`config.mk`:
```
export PLATFORM = sky130hd
export DESIGN_NAME = pipe_stage_skid
export DESIGN_NICKNAME = d
export VERILOG_FILES = /design/src/rtl/pipe_stage_skid.sv
export SDC_FILE = /design/constraint.sdc
export NUM_CORES = 1
export LEC_CHECK = 0
export BUFFER_PORTS_ARGS = -buffer_cell sky130_fd_sc_hd__buf_4
export CAP_MARGIN = 20
export CORE_ASPECT_RATIO = 0.6
export CORE_MARGIN = 5
export CORE_UTILIZATION = 35
export CTS_CLUSTER_DIAMETER = 60
export CTS_CLUSTER_SIZE = 20
export DETAILED_ROUTE_END_ITERATION = 12
export HOLD_SLACK_MARGIN = 0.02
export RECOVER_POWER = 50
export SLEW_MARGIN = 30
export SYNTH_ARGS = -nofsm -noshare
export SYNTH_HDL_FRONTEND = slang
export SYNTH_SLANG_ARGS = --single-unit
```
`constraint.sdc`:
```
create_clock -name clk -period 2 [get_ports clk]
set_input_delay 0.4 -clock clk [delete_from_list [all_inputs] [get_ports clk]]
set_output_delay 0.4 -clock clk [all_outputs]
set_load 0.03 [all_outputs]
```
`src/rtl/pipe_stage_skid.sv`:
```
// rtl/pipe_stage_skid.sv - Two-entry pipeline register stage with skid buffer.
// The main entry drives the outputs; the skid entry absorbs one beat while downstream stalls.
module pipe_stage_skid #(
  parameter int DATA_W   = 16,
  parameter int NUM_DATA = 2,
  parameter int CTRL_W   = 5
) (
  input  logic                       clk,
  input  logic                       rst,
  input  logic                       flush,
  input  logic                       in_valid,
  output logic                       in_ready,
  input  logic [CTRL_W-1:0]          in_ctrl,
  input  logic [NUM_DATA*DATA_W-1:0] in_data,
  output logic                       out_valid,
  input  logic                       out_ready,
  output logic [CTRL_W-1:0]          out_ctrl,
  output logic [NUM_DATA*DATA_W-1:0] out_data,
  output logic [1:0]                 occupancy
);

  localparam int TOT_W = NUM_DATA * DATA_W;

  typedef enum logic [1:0] {
    S_EMPTY = 2'd0,
    S_ONE   = 2'd1,
    S_FULL  = 2'd2
  } state_t;

  state_t             state;
  logic [CTRL_W-1:0]  main_ctrl;
  logic [TOT_W-1:0]   main_data;
  logic [CTRL_W-1:0]  skid_ctrl;
  logic [TOT_W-1:0]   skid_data;
  logic               in_fire;
  logic               out_fire;

  // Handshake outputs depend only on registered state, never on in_valid/out_ready.
  assign in_ready  = (state != S_FULL);
  assign out_valid = (state != S_EMPTY);
  assign out_ctrl  = main_ctrl;
  assign out_data  = main_data;

  assign in_fire  = in_valid & in_ready;
  assign out_fire = out_valid & out_ready;

  always_comb begin
    occupancy = 2'd0;
    case (state)
      S_EMPTY: occupancy = 2'd0;
      S_ONE:   occupancy = 2'd1;
      S_FULL:  occupancy = 2'd2;
      default: occupancy = 2'd0;
    endcase
  end

  // Control bits are zeroed whenever an entry is invalidated so a bubble carries no side effects.
  always_ff @(posedge clk or negedge rst) begin
    if (!rst) begin
      state     <= S_EMPTY;
      main_ctrl <= '0;
      main_data <= '0;
      skid_ctrl <= '0;
      skid_data <= '0;
    end else if (flush) begin
      state     <= S_EMPTY;
      main_ctrl <= '0;
      skid_ctrl <= '0;
    end else begin
      case (state)
        S_EMPTY: begin
          if (in_fire) begin
            main_ctrl <= in_ctrl;
            main_data <= in_data;
            state     <= S_ONE;
          end
        end
        S_ONE: begin
          if (in_fire && out_fire) begin
            main_ctrl <= in_ctrl;
            main_data <= in_data;
          end else if (in_fire) begin
            skid_ctrl <= in_ctrl;
            skid_data <= in_data;
            state     <= S_FULL;
          end else if (out_fire) begin
            main_ctrl <= '0;
            state     <= S_EMPTY;
          end
        end
        S_FULL: begin
          if (out_fire) begin
            main_ctrl <= skid_ctrl;
            main_data <= skid_data;
            skid_ctrl <= '0;
            state     <= S_ONE;
          end
        end
        default: begin
          state     <= S_EMPTY;
          main_ctrl <= '0;
          skid_ctrl <= '0;
        end
      endcase
    end
  end

endmodule

```
## Yosys cells after proc, flatten, opt, wreduce, memory -nomap -nowiden

Cells that the tools add are included.

- Equality and inequality tests: 14
- Multiplexer cells: 22
- Bitwise logic cells: 4
- Reduce and logical (&&, ||, !) cells: 9

Operator list:

| cell | number |
|---|---|
| $mux W32 | 3 |
| $pmux W32 S3 | 1 |
| $mux W5 | 8 |
| $pmux W5 S3 | 2 |
| $reduce_and A4 Y1 | 4 |
| $mux W2 | 6 |
| $ne A3 B3 Y1 const B | 4 |
| $ne A4 B4 Y1 const B | 3 |
| $ne A2 B2 Y1 const B | 5 |
| $pmux W2 S3 | 1 |
| $reduce_and A5 Y1 | 1 |
| $pmux W2 S2 | 1 |
| $reduce_bool A3 Y1 | 1 |
| $and A1 B1 Y1 | 2 |
| $eq A2 B1 Y1 const B | 1 |
| $eq A2 B2 Y1 const B | 1 |
| $logic_not A2 Y1 | 1 |
| $not A1 Y1 | 2 |
| $reduce_bool A2 Y1 | 1 |
| $logic_and A1 B1 Y1 | 1 |

- Bits in registers: 76
- Input port bits: 42
- Output and inout bits: 41

## Longest topological paths before layout

- Word-level depth: 7
- Mapped depth: 9
- Depth with buffers taken out: 5

## Least setup slack after synthesis

Ideal clock, no wire load.

- Path kind: register -> register
- From: reg state[0]
- To: reg main_data[11], in the netlist out_data[11]
- Library setup time: 0.125 ns
- Arrival: 1.479 ns
- Required time: 1.875 ns
- Slack: 0.397 ns
- Stages on the path, launching flop included: 8
- Buffers on the path: 3
- Cells stage by stage: dfrtp_1 > buf_4 > nor2b_2 > buf_4 > nand2_4 > a21oi_4 > buf_6 > mux2_2

- Cells in the longest elaborated chain, start to end: 5
- Elaborated cells between the ends (all ways): 14

Ends and longest elaborated chain:

| what | line | RTL |
|---|---|---|
| start: declaration | 30 | `state_t state;` |
| start signal: assignment | 60 | `state <= S_EMPTY;` |
| start signal: assignment | 66 | `state <= S_EMPTY;` |
| start signal: assignment | 75 | `state <= S_ONE;` |
| $ne A2 B2 Y1 / $reduce_bool A2 Y1 (equally long branches) | 39, 40 |  |
| $and A1 B1 Y1, on equally long branches | 44, 45 |  |
| $logic_and A1 B1 Y1 | 79 | `if (in_fire && out_fire) begin` |
| $ne A2 B2 Y1 (no line) | -- |  |
| $reduce_and A5 Y1 (no line) | -- |  |
| end signal: assignment | 74 | `main_data <= in_data;` |
| end signal: assignment | 81 | `main_data <= in_data;` |
| end signal: assignment | 94 | `main_data <= skid_data;` |
| end: declaration | 32 | `logic [TOT_W-1:0] main_data;` |

Parallel ways exist; a longest one is shown, timed or not.
A chain may end at the register's enable or synchronous reset.

## Final worst setup path

- From: reg state[1]
- To: out in_ready

- Cells in the longest elaborated chain, start to end: 1

Ends and longest elaborated chain:

| what | line | RTL |
|---|---|---|
| $ne A2 B2 Y1 | 39 | `assign in_ready = (state != S_FULL);` |
| end: declaration | 12 | `output logic in_ready,` |

No other way between the ends.

==> out/results.ini <==
[global_routing]
grt_max_degree=41
grt_pass1_vias=2669
grt_pass1_wl_um=13800
antenna_found_initial=0
grt.overflow.total=0
grt_usage=0.145

[final_layout]
nNetsFinal=438
final_common_cell=nand2_1
final_layout_size_suffix_gt1_frac=0.399
area_growth_pct=28.4
antenna_cells=0
layout_common_cells=107 x nand2_1, 75 x dfrtp_1, 69 x buf_4

[synthesis]
synth_area_leader_cell=dfrtp_1
avgSynthCellArea_um2=11.3
ys_types=31
syn-num-nets=354
yosysTopAreaCellShare=0.542
async_flop_share=1.00
synth_area_leaders=dfrtp_1 54%, mux2_2 19%, nand2_1 11%, mux2i_1 2.0%, buf_6 1.6%
synth-seq-cells=76
yosys_warnings=0
ys_seq_area_frac=0.542
syn_area_um2=3510
synth_flop_cell=dfrtp_1
synth_edf_count=0
synth_cells=312

[timing]
max-slew-margin-rel=0.357
rsz0062_at_grt=no
hold_violations=0
whs_ns=0.208
tightest_slew_ns=0.964
skew_ns=0.00549
drv_slew=0
setup_violations=0
fmax_mhz=531
finalCritPeriodShare=0.941
finalCriticalPeriod_ns=1.88
tns_ns=0

[drt]
drc=0
dr.pass1.iters=4
routed-via-count=2507
viasPerCell=4.68
wl_per_cell_um=15.4
wl_um=8280
drt_iter0_markers=88
ant_nets=0

[setup_path]
crit_required_ns=1.60
critPathArrivalTime_ns=1.48
endpoint_kind=primary output
startpoint_type=register
worst-path-max-fanout=25
worstPathCellList=nor2b_4 > inv_2 > buf_6 > buf_4
timing.setup.critical_path_class=register to primary output
cp_slowest_cell=dfrtp_2
slowest_delay_ns=0.47

[clocking]
cts_hold_buf=0
clk_latency_ns=0.33
clk_pin_slew_ns=0.06
cts_htree_levels=3
post_cts_resized=1
post_cts_buffers=0
cts_made_buffers=9
clock_tree.buffer_depth=2
cts-root-buf=clkbuf_16
cts_tree=done
cts.sinks=76

[die]
fp.dieW_um=139
die_area_um2=12200
coreArea_um2=9810
dieHeight_um=87.6
initial_core_util=0.358
std_cell_rows=28
pin_count=83

[min_path]
holdCritPathClass=input pin to asynchronous set/reset pin

[pwr]
p_leak_nw=2.17
power_density_nw_per_um2=1090
vdd_drop_max_v=0.000516

[run_status]
status=finished, final reports clean

[run]
cap_violations=0

[place]
dp_hpwl_um=5700
placement.io_buffers=82
gp_congestion=0.758

-- registers in the layout, indices dropped and copies added (netlist names) --
register and cells:
out_ctrl 5, state 2, out_data 32, skid_data 32, skid_ctrl 5
-- power by group --
group          switching, W  total (W)  internal [W]
Clock              0.000626    0.00175       0.00113
Sequential         0.000186    0.00206       0.00188
Combinational      0.000610    0.00110      0.000495
-- stage by stage --
step / worst slack [ns] / power, W / util / instances / instance area [um^2]
floorplan: 0.397 / 0.00279 / - / 312 / 3510
global placement: 0.251 / 0.00324 / 0.435 / 520 / 4260
detailed placement: 0.197 / 0.00328 / 0.435 / 520 / 4260
CTS: 0.0570 / 0.00506 / 0.468 / 536 / 4590
global route: 0.0412 / 0.00517 / 0.459 / 536 / 4510
finish: 0.118 / 0.00492 / 0.459 / 536 / 4510
-- per-layer routing --
| layer | GRT usage | wire length [um] | vias up |
|---|---|---|---|
| met3 | 0.0660 | 698 | 12 |
| met2 | 0.212 | 3370 | 73 |
| met1 | 0.197 | 4120 | 1223 |
| met5 | 0 | 0 | - |
| li1 | - | - | 1199 |
| met4 | 0.0400 | 91 | 0 |
-- Yosys cell counts (5+ instances only) --
library cell and count:
nand2_1 107, dfrtp_1 76, mux2_2 58, mux2i_1 7, buf_4 6, a22o_1 5
buf_2 5, buf_6 5, inv_1 5, o22ai_1 5
-- layout make-up --
cell class                      count  area [um^2]
Timing Repair Buffer               92          633
Tap cell                          135          169
Multi-Input combinational cell    211         1450
Clock inverter                      6         86.3
Fill cell                         937         5300
Sequential cell                    76         1900
Inverter                            6         22.5
Clock buffer                       10          239
-- cell families (layout without fill, tap and decap cells) --
| group | after synthesis | after routing | share of synthesized area |
|---|---|---|---|
| compound gates | 18 | 18 | 0.0417 |
| flops | 76 | 76 | 0.542 |
| simple gates | 122 | 122 | 0.143 |
| mux | 71 | 71 | 0.228 |
| buf+inv | 25 | 114 | 0.0456 |
-- critical path: cells and delay by family (launching register included) --
kind	cells	cell delay, ns
flip-flops	1	0.47
AND/OR/NAND/NOR	1	0.17
buffers and inverters	3	0.51
-- final timing paths --
path / end / from / depth (start not counted) / slack [ns]
max: in_ready / state[1] / 4 / 0.12
min: skid_ctrl[3] / rst / 1 / 0.21
max reg2reg: out_data[24] / state[0] / 5 / 0.29
min reg2reg: out_data[25] / out_data[25] / 1 / 0.49
max in group asynchronous: state[1] / rst / 2 / 0.56
min in group clk: skid_data[18] / in_data[18] / 2 / 0.30
Note: power is estimated with default switching activity, not from simulation.
